File: config.mk
export PLATFORM = sky130hd
export DESIGN_NAME = vga_fb_fetch_flat
export DESIGN_NICKNAME = d
export VERILOG_FILES = /design/src/rtl/vga_pkg.sv /design/src/rtl/vga_fb_fetch_if.sv /design/src/rtl/vga_delay_line.sv /design/src/rtl/vga_fb_fetch.sv /design/src/flat_wrapper.sv
export SDC_FILE = /design/constraint.sdc
export NUM_CORES = 1
export LEC_CHECK = 0
export BUFFER_PORTS_ARGS = -buffer_cell sky130_fd_sc_hd__buf_4
export CAP_MARGIN = 20
export CORE_MARGIN = 4
export CORE_UTILIZATION = 50
export CTS_CLUSTER_DIAMETER = 80
export DETAILED_ROUTE_END_ITERATION = 10
export HOLD_SLACK_MARGIN = 0.03
export PLACE_DENSITY = 0.75
export SLEW_MARGIN = 25
export SYNTH_ARGS = -nofsm -noshare
export SYNTH_HDL_FRONTEND = slang
export SYNTH_SLANG_ARGS = --single-unit
File: constraint.sdc
create_clock -name clk -period 2.9 [get_ports clk]
set_clock_uncertainty 0.05 [all_clocks]
set_input_delay 0.58 -clock clk [delete_from_list [all_inputs] [get_ports clk]]
set_output_delay 0.58 -clock clk [all_outputs]
set_load 0.005 [all_outputs]
File: src/rtl/vga_pkg.sv
// Shared timing constants, framebuffer geometry and the delay-line stage type for
// the 800x600@72 VGA framebuffer fetch path.
package vga_pkg;

  localparam int unsigned VgaHSize = 800;
  localparam int unsigned VgaHFp   = 856;
  localparam int unsigned VgaHSp   = 976;
  localparam int unsigned VgaHMax  = 1040;
  localparam int unsigned VgaVSize = 600;
  localparam int unsigned VgaVFp   = 637;
  localparam int unsigned VgaVSp   = 643;
  localparam int unsigned VgaVMax  = 666;

  localparam int unsigned FB_W  = 400;
  localparam int unsigned FB_H  = 300;
  localparam int unsigned FB_AW = 17;

  typedef logic [11:0] rgb444_t;

  // One stage-0 snapshot, carried alongside the BRAM read.
  typedef struct packed {
    logic [11:0] hcnt;
    logic [11:0] vcnt;
    logic        active;
    logic        hs;
    logic        vs;
    logic        fs;
    logic        blk;
  } stage_t;

  function automatic logic in_window(input logic [11:0] c, input logic [11:0] lo,
                                     input logic [11:0] hi);
    return (c >= lo) && (c < hi);
  endfunction

endpackage

File: src/rtl/vga_fb_fetch_if.sv
// Framebuffer-fetch bundle: BRAM read port, pause request and the aligned pixel
// stream towards the RGB444->RGB888 converter.
interface vga_fb_fetch_if;
  import vga_pkg::*;

  logic             pause_req;
  logic [FB_AW-1:0] fb_addr;
  rgb444_t          fb_rdata;
  rgb444_t          rgb444;
  logic [11:0]      hdata;
  logic [11:0]      vdata;
  logic             hsync;
  logic             vsync;
  logic             data_enable;
  logic             to_black;
  logic             frame_start;

  modport master (
    input  pause_req, fb_rdata,
    output fb_addr, rgb444, hdata, vdata, hsync, vsync, data_enable, to_black, frame_start
  );

  modport slave (
    output pause_req, fb_rdata,
    input  fb_addr, rgb444, hdata, vdata, hsync, vsync, data_enable, to_black, frame_start
  );

endinterface

File: src/rtl/vga_delay_line.sv
// Shift register of stage-0 snapshots so timing flags line up with BRAM read data.
module vga_delay_line
  import vga_pkg::*;
#(
  parameter int unsigned Depth = 2
) (
  input  logic   clk_i,
  input  logic   rst_i,
  input  stage_t d_i,
  output stage_t q_o
);

  stage_t pipe_q [Depth];

  always_ff @(posedge clk_i or posedge rst_i) begin
    if (rst_i) begin
      for (int unsigned i = 0; i < Depth; i++) begin
        pipe_q[i] <= '0;
      end
    end else begin
      pipe_q[0] <= d_i;
      for (int unsigned i = 1; i < Depth; i++) begin
        pipe_q[i] <= pipe_q[i-1];
      end
    end
  end

  assign q_o = pipe_q[Depth-1];

endmodule

File: src/rtl/vga_fb_fetch.sv
// VGA timing generator and 2x-scaled framebuffer fetcher; outputs are aligned with
// BRAM read data RD_LAT cycles after the stage-0 coordinate.
module vga_fb_fetch
  import vga_pkg::*;
#(
  parameter int unsigned HSIZE  = VgaHSize,
  parameter int unsigned HFP    = VgaHFp,
  parameter int unsigned HSP    = VgaHSp,
  parameter int unsigned HMAX   = VgaHMax,
  parameter int unsigned VSIZE  = VgaVSize,
  parameter int unsigned VFP    = VgaVFp,
  parameter int unsigned VSP    = VgaVSp,
  parameter int unsigned VMAX   = VgaVMax,
  parameter int unsigned HSPP   = 1,
  parameter int unsigned VSPP   = 1,
  parameter int unsigned FB_W   = vga_pkg::FB_W,
  parameter int unsigned FB_H   = vga_pkg::FB_H,
  parameter int unsigned RD_LAT = 2
) (
  input logic            clk,
  input logic            reset,
  vga_fb_fetch_if.master bus
);

  localparam logic [11:0] HSizeC = 12'(HSIZE);
  localparam logic [11:0] HFpC   = 12'(HFP);
  localparam logic [11:0] HSpC   = 12'(HSP);
  localparam logic [11:0] HLastC = 12'(HMAX - 1);
  localparam logic [11:0] VSizeC = 12'(VSIZE);
  localparam logic [11:0] VFpC   = 12'(VFP);
  localparam logic [11:0] VSpC   = 12'(VSP);
  localparam logic [11:0] VLastC = 12'(VMAX - 1);
  localparam logic [11:0] FbW12  = 12'(FB_W);
  localparam logic [11:0] FbH12  = 12'(FB_H);
  localparam logic [FB_AW-1:0] FbWC = FB_AW'(FB_W);
  localparam logic HsOn = (HSPP != 0);
  localparam logic VsOn = (VSPP != 0);

  logic [11:0]      hcnt_q, hcnt_d;
  logic [11:0]      vcnt_q, vcnt_d;
  logic [FB_AW-1:0] row_base_q, row_base_d;
  logic             blk_q, blk_d;
  logic             h_wrap, v_wrap, origin, active, in_fb;
  logic [FB_AW-1:0] fb_addr;
  stage_t           st0, st_out;

  always_comb begin
    h_wrap = (hcnt_q == HLastC);
    v_wrap = (vcnt_q == VLastC);
    origin = (hcnt_q == 12'd0) && (vcnt_q == 12'd0);
    active = (hcnt_q < HSizeC) && (vcnt_q < VSizeC);
    // Guards the read address should the screen ever exceed twice the buffer size.
    in_fb  = ({1'b0, hcnt_q[11:1]} < FbW12) && ({1'b0, vcnt_q[11:1]} < FbH12);

    hcnt_d     = h_wrap ? 12'd0 : hcnt_q + 12'd1;
    vcnt_d     = vcnt_q;
    row_base_d = row_base_q;
    if (h_wrap) begin
      vcnt_d = v_wrap ? 12'd0 : vcnt_q + 12'd1;
      // Frame wrap clears before the odd-line advance can apply.
      if (v_wrap) begin
        row_base_d = '0;
      end else if (vcnt_q[0]) begin
        row_base_d = row_base_q + FbWC;
      end
    end

    blk_d   = origin ? bus.pause_req : blk_q;
    fb_addr = (active && in_fb) ?
              row_base_q + {{(FB_AW - 11){1'b0}}, hcnt_q[11:1]} : '0;
  end

  always_ff @(posedge clk or posedge reset) begin
    if (reset) begin
      hcnt_q     <= '0;
      vcnt_q     <= '0;
      row_base_q <= '0;
      blk_q      <= 1'b0;
    end else begin
      hcnt_q     <= hcnt_d;
      vcnt_q     <= vcnt_d;
      row_base_q <= row_base_d;
      blk_q      <= blk_d;
    end
  end

  always_comb begin
    st0.hcnt   = hcnt_q;
    st0.vcnt   = vcnt_q;
    st0.active = active;
    st0.hs     = in_window(hcnt_q, HFpC, HSpC);
    st0.vs     = in_window(vcnt_q, VFpC, VSpC);
    st0.fs     = origin;
    st0.blk    = blk_d;
  end

  vga_delay_line #(
    .Depth (RD_LAT)
  ) u_delay (
    .clk_i (clk),
    .rst_i (reset),
    .d_i   (st0),
    .q_o   (st_out)
  );

  assign bus.fb_addr     = fb_addr;
  assign bus.rgb444      = st_out.active ? bus.fb_rdata : 12'h000;
  assign bus.hdata       = st_out.hcnt;
  assign bus.vdata       = st_out.vcnt;
  assign bus.hsync       = st_out.hs ? HsOn : ~HsOn;
  assign bus.vsync       = st_out.vs ? VsOn : ~VsOn;
  assign bus.data_enable = st_out.active;
  assign bus.to_black    = st_out.blk;
  assign bus.frame_start = st_out.fs;

endmodule

File: src/flat_wrapper.sv
// flat-port wrapper written by rule: the top's interface ports become plain ports
module vga_fb_fetch_flat import vga_pkg::*;
#(
  parameter int unsigned HSIZE  = VgaHSize,
  parameter int unsigned HFP    = VgaHFp,
  parameter int unsigned HSP    = VgaHSp,
  parameter int unsigned HMAX   = VgaHMax,
  parameter int unsigned VSIZE  = VgaVSize,
  parameter int unsigned VFP    = VgaVFp,
  parameter int unsigned VSP    = VgaVSp,
  parameter int unsigned VMAX   = VgaVMax,
  parameter int unsigned HSPP   = 1,
  parameter int unsigned VSPP   = 1,
  parameter int unsigned FB_W   = vga_pkg::FB_W,
  parameter int unsigned FB_H   = vga_pkg::FB_H,
  parameter int unsigned RD_LAT = 2
)
  (clk, reset, bus_pause_req, bus_fb_rdata, bus_fb_addr, bus_rgb444, bus_hdata, bus_vdata, bus_hsync, bus_vsync, bus_data_enable, bus_to_black, bus_frame_start);
  vga_fb_fetch_if bus_i ();
  input logic clk;
  input logic reset;
  input wire logic [$bits(bus_i.pause_req)-1:0] bus_pause_req;
  input wire logic [$bits(bus_i.fb_rdata)-1:0] bus_fb_rdata;
  output wire logic [$bits(bus_i.fb_addr)-1:0] bus_fb_addr;
  output wire logic [$bits(bus_i.rgb444)-1:0] bus_rgb444;
  output wire logic [$bits(bus_i.hdata)-1:0] bus_hdata;
  output wire logic [$bits(bus_i.vdata)-1:0] bus_vdata;
  output wire logic [$bits(bus_i.hsync)-1:0] bus_hsync;
  output wire logic [$bits(bus_i.vsync)-1:0] bus_vsync;
  output wire logic [$bits(bus_i.data_enable)-1:0] bus_data_enable;
  output wire logic [$bits(bus_i.to_black)-1:0] bus_to_black;
  output wire logic [$bits(bus_i.frame_start)-1:0] bus_frame_start;
  assign bus_i.pause_req = bus_pause_req;
  assign bus_i.fb_rdata = bus_fb_rdata;
  assign bus_fb_addr = bus_i.fb_addr;
  assign bus_rgb444 = bus_i.rgb444;
  assign bus_hdata = bus_i.hdata;
  assign bus_vdata = bus_i.vdata;
  assign bus_hsync = bus_i.hsync;
  assign bus_vsync = bus_i.vsync;
  assign bus_data_enable = bus_i.data_enable;
  assign bus_to_black = bus_i.to_black;
  assign bus_frame_start = bus_i.frame_start;
  vga_fb_fetch #(.HSIZE(HSIZE), .HFP(HFP), .HSP(HSP), .HMAX(HMAX), .VSIZE(VSIZE), .VFP(VFP), .VSP(VSP), .VMAX(VMAX), .HSPP(HSPP), .VSPP(VSPP), .FB_W(FB_W), .FB_H(FB_H), .RD_LAT(RD_LAT)) u_core (.clk(clk), .reset(reset), .bus(bus_i));
endmodule
==> impl_metrics.yaml <==
status:
  status: "finished with violations"
  violations: "setup timing"
route:
  remaining_drc_errors: 0
  wl_per_cell_um: 15.2
  vias: 2898
  dr.first_iter.drc_count: 135
  dr.pass1.iters: 4
  routed_wirelength_mm: 8.42
  ant_nets: 0
  post_drt_via_cell_ratio: 5.22
pwr:
  p_int_uw: 1870
  seq_power_share_pct: 56.2
  power_frac_clock_pct: 41.0
  pwr-share-comb_pct: 2.7
  vdd_drop_max_mv: 0.236
  power_switching_uw: 487
  powerDensity_mw_per_mm2: 451
  switching_share_pct: 20.7
  leakagePower_uw: 0.00251
clock_network:
  clk_latency_ps: 360
  path_clk_slew_ps: 90
  clock_sinks: 95
  cts_tree: "yes"
  htreeDepth: 3
  clock_path_buffers: 2
  cts_made_buffers: 9
  root_buffer: "clkbuf_8"
critical_path:
  crit_type: "reg2out"
  cp_cell_sequence: "or4_4 -> a221o_1 -> or2_4 -> clkinv_4 -> buf_6 -> nand2_1 -> mux2i_1 -> buf_4"
  slowest_delay_ps: 540
  arrival_ps: 2400
  crit_fanout: 6
  slowest_stage: "or4_4"
  crit_required_ps: 2270
  start_kind: "register"
  rr_worst_depth: 6
  crit_path_end_kind: "primary output"
yosys:
  synthCells: 366
  netlist.area_leader.share_pct: 57.6
  synth-async-reset-ratio_pct: 100
  synth_top_family_by_area: "simple AND/OR/NAND/NOR gates"
  synthSimpleGateAreaFrac_pct: 17.5
  synth_cell_types: 48
  synth_area_leaders: "dfrtp_1 (58%), buf_4 (4.7%), xor2_1 (4.2%), ha_1 (3.9%), nor2_1 (3.5%)"
  synth-main-ff-cell: "dfrtp_1"
  syn_area_per_cell_um2: 11.3
  synth.cell_area_mm2: 0.00413
  yosys_warnings: 0
  synth_compound_area_share_pct: 5.76
  synth-xor-area-share_pct: 7.21
  synth_edf_count: 0
  yosysSeqAreaShare_pct: 57.6
  syn_nets: 394
  synth_area_leader_cell: "dfrtp_1"
  muxShareOfSynthArea_pct: 1.27
  synth-seq-cells: 95
  synth_adder_area_share_pct: 3.94
global_routing:
  antenna_found_initial: 0
  grt_pass1_vias: 2980
  grt_pass1_wl_mm: 14.3
  grt_max_degree: 96
  grt_usage_pct: 18.3
  gr-total-overflow: 0
layout:
  stdcell_count: 555
  drive_gt1_share_pct: 33.3
  finalNetCount: 476
  layout_common_cells: "buf_4 (98), dfrtp_1 (95), nor2_1 (32)"
  diodes: 0
  syn_to_final_growth_pct: 26.4
  final_common_cell: "buf_4"
timing:
  period_minus_slack_ps: 3030
  finalCritPeriodShare_pct: 105
  maxSlewViolCount: 0
  timing_hold_violations_final: 0
  setup_viol: 16
  fin_setup_tns_ps: -1710
  rsz0062_at_grt: "yes"
  fmax_ghz: 0.330
  slew_headroom_pct: 63.2
  tightest_slew_ps: 547
  finalWorstSetupSlack_ps: -132
placed_design:
  io_buffers: 72
  place_inst: 531
  gp_congestion: 0.894
  dp_hpwl_mm: 5.83
job:
  cap_violations: 0
die:
  core_mm2: 0.00789
  fp.dieW_um: 98.9
  die-area_mm2: 0.00978
  initial_core_util_pct: 52.4
  row_count: 32
  die_h_um: 98.9
  ioPinCount: 73
min_path:
  min_path_cells: 0
  min_path_type: "reg2reg"
## synth_stat cells (2+ instances only)
cell	n
a2111oi_0	2
dfrtp_1	95
a21oi_1	11
a21o_1	2
a21boi_0	2
nor3_1	8
or3_1	5
nor2_1	39
nand2_1	18
or4_1	2
mux2_2	2
and2_1	18
ha_1	13
clkbuf_1	4
o21bai_1	2
xor2_1	20
buf_4	26
mux2i_1	3
nand2b_1	3
nor4_1	5
o21ai_0	7
nand3b_1	2
nand4_1	8
and3_1	2
inv_1	13
xnor2_1	14
nand3_1	19
## worst max-delay path: cells and delay by family (launching register included)
kind	cells	cell delay (ps)
and+or+nand+nor	3	890
DFF	1	390
buffers and inverters	3	320
AOI/OAI and AO/OA	1	300
muxes	1	140
## metal layers
metal / global-route usage [%] / wire length, um / up-vias
li1: - / - / 1385
met1: 22.5 / 3490 / 1403
met2: 30.4 / 4230 / 97
met3: 4.39 / 552 / 13
met4: 8.61 / 144 / 0
met5: 0 / 0 / -
## kinds of logic (layout without fill, tap and decap cells)
logic type	count (synthesis)	count (layout)
adders and majority gates	13	13
xor gates and xnor gates	34	34
and+or+nand+nor	137	137
DFF	95	95
muxes	5	5
buffers and inverters	46	133
AOI/OAI and AO/OA	36	36
## stage by stage
step                      total power [uW]  hold WS (ps)  util (%)  setup WS, ps  area [um2]
after floorplan                       1380           281         -           121        4130
after global placement                1420           282      60.4          28.0        4760
after detailed placement              1420           285      60.4          28.9        4760
after CTS                             2380           304      65.9          -155        5200
after global routing                  2440           311      66.2          -235        5220
final                                 2360           302      66.2          -132        5220
## registers in the layout, indices dropped and copies added, names as in the netlist
signal and cells:
u_core.blk_q 1, u_core.hcnt_q 12, u_core.row_base_q 13, u_core.u_delay.pipe_q 28
u_core.u_delay.q_o 29, u_core.vcnt_q 12
## worst paths after layout
kind | from | endpoint | slack [ps]
max in group asynchronous | reset | u_core.row_base_q[5]$_DFFE_PP0P_ | 2150
hold / removal | u_core.u_delay.pipe_q[49]$_DFF_PP0_ | u_core.u_delay.q_o[20]$_DFF_PP0_ | 300
setup / recovery | u_core.hcnt_q[10]$_DFF_PP0_ | bus_fb_addr[12] | -130
setup reg to reg | u_core.hcnt_q[5]$_DFF_PP0_ | u_core.vcnt_q[7]$_DFFE_PP0N_ | 360
min in group asynchronous | reset | u_core.u_delay.q_o[4]$_DFF_PP0_ | 310
hold reg to reg | u_core.u_delay.pipe_q[49]$_DFF_PP0_ | u_core.u_delay.q_o[20]$_DFF_PP0_ | 300
## cell type report
type | instances | area (um2)
clock buffer | 10 | 138
clock inverter | 6 | 90.1
fill | 612 | 2670
inverter | 14 | 61.3
multi-input combinational | 225 | 1630
sequential | 95 | 2380
tap | 102 | 128
timing repair buffer | 103 | 801
## repair_timing
item,CTS,global route
resized for setup,33,12
pin swaps,10,10
cloned,1,0
buffers inserted,8,1
endpoints found under the setup margin,17,17
hold buffers,0,0
## power groups by stage
stage	sequential, uW	combinational [uW]	clock, uW
after floorplan	1350	28.0	0
after global placement	1350	66.8	0
after detailed placement	1350	67.5	0
after CTS	1330	67.5	987
after global routing	1330	73.1	1040
final	1330	64.7	966
Power figures use the tool's default switching activity.
